===== src/rtl/sr_chain_seq.sv =====
// Sequencer for a two-phase latch shift-register chain: non-overlapping phi1/phi2,
// LSB-first byte serialiser/deserialiser, and a tag shadow that filters out bubbles.
module sr_chain_seq #(
  parameter int unsigned DEPTH = 64,
  parameter int unsigned GAP   = 1
) (
  input  logic       i_clk,
  input  logic       i_rst,
  input  logic [7:0] i_in_data,
  input  logic       i_in_valid,
  output logic       o_in_ready,
  input  logic       i_flush,
  output logic [7:0] o_out_data,
  output logic       o_out_valid,
  input  logic       i_out_ready,
  output logic       o_phi1,
  output logic       o_phi2,
  output logic       o_sr_in,
  input  logic       i_sr_out,
  output logic       o_busy
);

  localparam int unsigned GW = (GAP > 1) ? $clog2(GAP) : 1;
  localparam logic [GW-1:0] GapLast = GW'(GAP - 1);

  typedef enum logic [2:0] {StIdle, StPh1, StG1, StPh2, StG2} state_e;

  state_e           r_state;
  logic [GW-1:0]    r_gap_cnt;
  logic             r_phi1;
  logic             r_phi2;
  logic             r_sr_in;
  logic [DEPTH-1:0] r_shadow;

  logic [7:0]       r_ser_reg;
  logic [3:0]       r_ser_cnt;
  logic             r_in_ready;

  logic [6:0]       r_deser;
  logic [2:0]       r_deser_cnt;
  logic [7:0]       r_out_data;
  logic             r_out_valid;

  logic             w_accept;
  logic             w_have_data;
  logic             w_last_g2;
  logic             w_sample;
  logic             w_complete;
  logic [2:0]       w_deser_cnt_next;
  logic             w_stall;
  logic             w_start;
  logic [DEPTH-1:0] w_shadow_shift;

  assign w_accept    = i_in_valid & r_in_ready;
  assign w_have_data = (r_ser_cnt != 4'd0);
  assign w_last_g2   = (r_state == StG2) && (r_gap_cnt == '0);
  assign w_sample    = w_last_g2 & r_shadow[DEPTH-1];
  assign w_complete  = w_sample & (r_deser_cnt == 3'd7);

  always_comb begin
    w_deser_cnt_next = r_deser_cnt;
    if (w_sample) begin
      w_deser_cnt_next = w_complete ? 3'd0 : r_deser_cnt + 3'd1;
    end
  end

  // Use the post-sample count: a step may start on the same edge that samples bit 7 of 8.
  assign w_stall = (w_deser_cnt_next == 3'd7) & r_out_valid & ~i_out_ready;
  assign w_start = ((r_state == StIdle) | w_last_g2) & (w_have_data | i_flush) & ~w_stall;

  if (DEPTH > 1) begin : g_shadow_multi
    assign w_shadow_shift = {r_shadow[DEPTH-2:0], w_have_data};
  end else begin : g_shadow_single
    assign w_shadow_shift = w_have_data;
  end

  // Step FSM; the last G2 cycle doubles as the step boundary so back-to-back steps
  // take 2+2*GAP cycles.
  always_ff @(posedge i_clk) begin
    if (i_rst) begin
      r_state   <= StIdle;
      r_gap_cnt <= '0;
      r_phi1    <= 1'b0;
      r_phi2    <= 1'b0;
      r_sr_in   <= 1'b0;
      r_shadow  <= '0;
    end else begin
      case (r_state)
        StPh1: begin
          r_state   <= StG1;
          r_phi1    <= 1'b0;
          r_gap_cnt <= GapLast;
        end
        StG1: begin
          if (r_gap_cnt == '0) begin
            r_state <= StPh2;
            r_phi2  <= 1'b1;
          end else begin
            r_gap_cnt <= r_gap_cnt - GW'(1);
          end
        end
        StPh2: begin
          r_state   <= StG2;
          r_phi2    <= 1'b0;
          r_gap_cnt <= GapLast;
        end
        default: begin
          if ((r_state == StG2) && (r_gap_cnt != '0)) begin
            r_gap_cnt <= r_gap_cnt - GW'(1);
          end else if (w_start) begin
            r_state  <= StPh1;
            r_phi1   <= 1'b1;
            r_sr_in  <= w_have_data & r_ser_reg[0];
            r_shadow <= w_shadow_shift;
          end else begin
            r_state <= StIdle;
          end
        end
      endcase
    end
  end

  always_ff @(posedge i_clk) begin
    if (i_rst) begin
      r_ser_reg  <= 8'd0;
      r_ser_cnt  <= 4'd0;
      r_in_ready <= 1'b0;
    end else if (w_accept) begin
      r_ser_reg  <= i_in_data;
      r_ser_cnt  <= 4'd8;
      r_in_ready <= 1'b0;
    end else if (w_start && w_have_data) begin
      r_ser_reg  <= {1'b0, r_ser_reg[7:1]};
      r_ser_cnt  <= r_ser_cnt - 4'd1;
      r_in_ready <= (r_ser_cnt == 4'd1);
    end else begin
      r_in_ready <= (r_ser_cnt == 4'd0);
    end
  end

  always_ff @(posedge i_clk) begin
    if (i_rst) begin
      r_deser     <= 7'd0;
      r_deser_cnt <= 3'd0;
      r_out_data  <= 8'd0;
      r_out_valid <= 1'b0;
    end else begin
      r_deser_cnt <= w_deser_cnt_next;
      if (w_sample && !w_complete) begin
        r_deser[r_deser_cnt] <= i_sr_out;
      end
      if (w_complete) begin
        r_out_data  <= {i_sr_out, r_deser};
        r_out_valid <= 1'b1;
      end else if (r_out_valid && i_out_ready) begin
        r_out_valid <= 1'b0;
      end
    end
  end

  assign o_in_ready  = r_in_ready;
  assign o_out_data  = r_out_data;
  assign o_out_valid = r_out_valid;
  assign o_phi1      = r_phi1;
  assign o_phi2      = r_phi2;
  assign o_sr_in     = r_sr_in;
  assign o_busy      = w_have_data | (|r_shadow) | (r_deser_cnt != 3'd0) | r_out_valid;

endmodule

===== config.mk =====
export PLATFORM = sky130hd
export DESIGN_NAME = sr_chain_seq
export DESIGN_NICKNAME = d
export VERILOG_FILES = /design/src/rtl/sr_chain_seq.sv
export SDC_FILE = /design/constraint.sdc
export NUM_CORES = 1
export LEC_CHECK = 0
export BUFFER_PORTS_ARGS = -buffer_cell sky130_fd_sc_hd__buf_2
export CELL_PAD_IN_SITES_DETAIL_PLACEMENT = 1
export CELL_PAD_IN_SITES_GLOBAL_PLACEMENT = 2
export CORE_MARGIN = 2
export CORE_UTILIZATION = 39
export DETAILED_ROUTE_END_ITERATION = 8
export PLACE_DENSITY_LB_ADDON = 0.1
export RECOVER_POWER = 25
export SYNTH_ARGS = -nofsm -noshare
export SYNTH_HDL_FRONTEND = slang
export SYNTH_SLANG_ARGS = --single-unit

===== constraint.sdc =====
create_clock -name i_clk -period 3 [get_ports i_clk]
set_input_delay 0.9 -clock i_clk [delete_from_list [all_inputs] [get_ports i_clk]]
set_output_delay 0.9 -clock i_clk [all_outputs]
set_load 0.01 [all_outputs]

==> flow_summary.ini <==
[worst_setup_path]
endpoint = o_busy
startpoint = r_ser_cnt[0]$_SDFFE_PP0P_
cp.required_ns = 2.10
worst_r2r_path_depth = 8
worstPathMaxFanout = 5
r2r_slack_ns = 0.72
r2r_end = r_shadow[42]$_SDFFE_PP0P_
worst-setup-path-type = reg2out
crit_slowest_cell = or3b_4
cp.arrival_ns = 1.94
cp_cell_sequence = inv_1 -> ha_2 -> or3b_4 -> nor4_1 -> nand4_1 -> buf_2
worstSetupEndpointType = primary output
r2r-start = r_deser_cnt[0]$_SDFF_PP0_
startpoint_type = register
slowest_delay_ns = 0.44

[drt]
post_drt_wl_per_cell_um = 16.0
routed-via-count = 3304
drt_iter0_markers = 120
routed_wirelength_mm = 9.93
drt_first_pass_iters = 4
drc_errors = 0
ant_nets = 0
viasPerCell = 5.34

[grt]
grt_overflow_total = 0
grt_max_degree = 49
antenna_found_initial = 0
grt_pass1_wl_mm = 17.2
grt_pass1_vias = 3503
grt_util_all_layers_pct = 17.1

[floorplan]
die_w_um = 111
fp.coreArea_um2 = 11300
die_h_um = 111
io_pins = 28
dieArea_um2 = 12300
start_util_pct = 39.5
row_count = 39

[layout]
antennaDiodeCount = 0
areaGrowthSynthToFinish_pct = 14.1
fin_nets = 492
largest_reg_flops = 64
drive_above_1_share_pct = 13.0
final_area_um2 = 5080

[timing]
finalCriticalPeriod_ns = 2.84
clock_skew_ns = 0.00699
setup_viol = 0
slew_headroom_pct = 17.5
tightest_slew_ns = 1.24
report.final.slew_viol_count = 0
finalCritPeriodShare_pct = 94.6
clock.fmax_ghz = 0.352
finalHoldViolations = 0

[clocking]
cts_buffers = 9
path_clk_slew_ns = 0.06
root_buffer = clkbuf_16
cts_tree = done
cts.sinks = 103
clock_latency_ns = 0.35
cts_hold_buf = 0
clockBufferDepth = 2
cts_max_level = 3

[logic_synthesis]
syn_nets = 464
synthTopCellsByArea = dfxtp_1 (46%), mux2i_1 (16%), nand2b_1 (9.6%), nor4_1 (2.5%), nand4_1 (2.4%)
synthArstFlopShare_pct = 0
synthesis.area_um2 = 4450
ys_types = 44
synth_top_area_share_pct = 46.3
yosysSeqAreaShare_pct = 46.3
synth_cells = 445
synth_edf_count = 0
ys_ff_latch = 103
post-synth-top-area-cell = dfxtp_1
yosysWarnings = 0
ys.flop_type = dfxtp_1
synth.avg_cell_area_um2 = 10.0

[pwr]
power.density_nw_per_um2 = 834
p_total_mw = 4.24
leakage_nw = 2.01
ir_worst_vdd_v = 0.000611

[placement]
gp_congestion = 0.732
portBuffers = 27
place_hpwl_mm = 6.81
placed_cell_area_um2 = 4720

[run_status]
status = completed

[worst_hold_path]
hp-class = reg2reg

[run]
drv_cap = 0
==> report_power, final <==
group          internal (mW)  switching, mW
sequential              1.47         0.0997
combinational          0.727          0.792
clock                  0.657          0.497
==> worst min-delay path by stage <==
stage / startpoint / endpoint / slack, ns / cells past startpoint
after global placement: o_phi1$_SDFFE_PP0P_ / o_phi1$_SDFFE_PP0P_ / 0.45 / 1
after detailed placement: o_phi1$_SDFFE_PP0P_ / o_phi1$_SDFFE_PP0P_ / 0.45 / 1
after floorplan: r_deser[0]$_SDFFE_PP0P_ / r_deser[0]$_SDFFE_PP0P_ / 0.45 / 2
final: o_phi1$_SDFFE_PP0P_ / o_phi1$_SDFFE_PP0P_ / 0.46 / 1
after global routing: r_deser[1]$_SDFFE_PP0P_ / r_deser[1]$_SDFFE_PP0P_ / 0.50 / 2
after CTS: o_phi1$_SDFFE_PP0P_ / o_phi1$_SDFFE_PP0P_ / 0.47 / 1
==> final cells by class <==
cell class,count,area (µm²)
clock buffer,10,239
clock inverter,4,47.5
fill,1266,6190
inverter,7,28.8
multi-input combinational,303,2220
sequential,103,2070
tap,143,179
timing repair buffer,49,303
==> metrics by stage <==
stage | hold slack [ns] | TNS (ns) | worst slack, ns | util [%] | instances
3_3_place_gp | 0.448 | 0 | 0.0796 | 41.9 | 598
3_5_place_dp | 0.450 | 0 | 0.00848 | 41.9 | 598
4_1_cts | 0.466 | 0 | 0.00120 | 44.6 | 612
6_report | 0.464 | 0 | 0.161 | 45.1 | 619
5_1_grt | 0.501 | -0.00000955 | -0.00000955 | 45.1 | 619
2_1_floorplan | 0.448 | 0 | 0.688 | - | 445
==> cell usage in the layout (no fill, tap or decap), types with 3 or more instances in the layout <==
cell and instances:
nand4_1 17, nand2_1 12, nor4_1 17, a311oi_1 8, buf_2 14, and4_1 4
a21oi_1 15, dfxtp_1 101, clkbuf_1 14, nand3_1 12, buf_4 18, a31oi_1 3
clkbuf_16 9, o31ai_1 13, inv_1 5, nor2_1 23, mux2i_1 72, ha_1 3
o21ai_0 5, nor3_1 3, nand2b_1 68
==> synth_stat cells (2+ instances only) <==
master,number
nand2b_1,68
nor2_1,23
dfxtp_1,103
nor3_1,3
a211oi_1,2
buf_4,2
nor4_1,18
o21ai_0,5
buf_6,5
buf_2,10
a311oi_1,8
a21oi_1,15
mux2i_1,72
xnor2_1,2
nor2b_1,2
nand4b_1,2
inv_1,7
o31ai_1,13
and4_1,4
nand2_1,12
ha_1,5
nand3_1,11
a31oi_1,3
nand4_1,17
clkbuf_1,14
==> logic make-up after synthesis <==
logic type	Yosys count	synth area share (%)
compound gates	53	8.15
flops	103	46.3
buf+inv	39	4.58
fa+ha+maj	5	1.40
xor+xnor	2	0.393
simple gates	171	23.0
mux	72	16.2
==> critical path, delay by kind of cell (launching register included) <==
kind / cells / cell delay [ns]
buf+inv: 2 / 0.26
simple gates: 3 / 0.77
fa+ha+maj: 1 / 0.22
flops: 1 / 0.34
==> routing by layer <==
metal	track usage, %	vias up	wire (µm)
li1	-	1664	-
met1	21.9	1588	4820
met2	28.4	43	4670
met3	4.76	9	316
met4	4.83	0	123
met5	0	-	0
==> what timing repair did <==
action | 4_1_cts | 5_1_grt
gates resized for setup | 3 | 9
pin swaps | 0 | 4
setup endpoints to repair | 1 | 49
setup buffers | 0 | 7
Power figures use the tool's default switching activity.
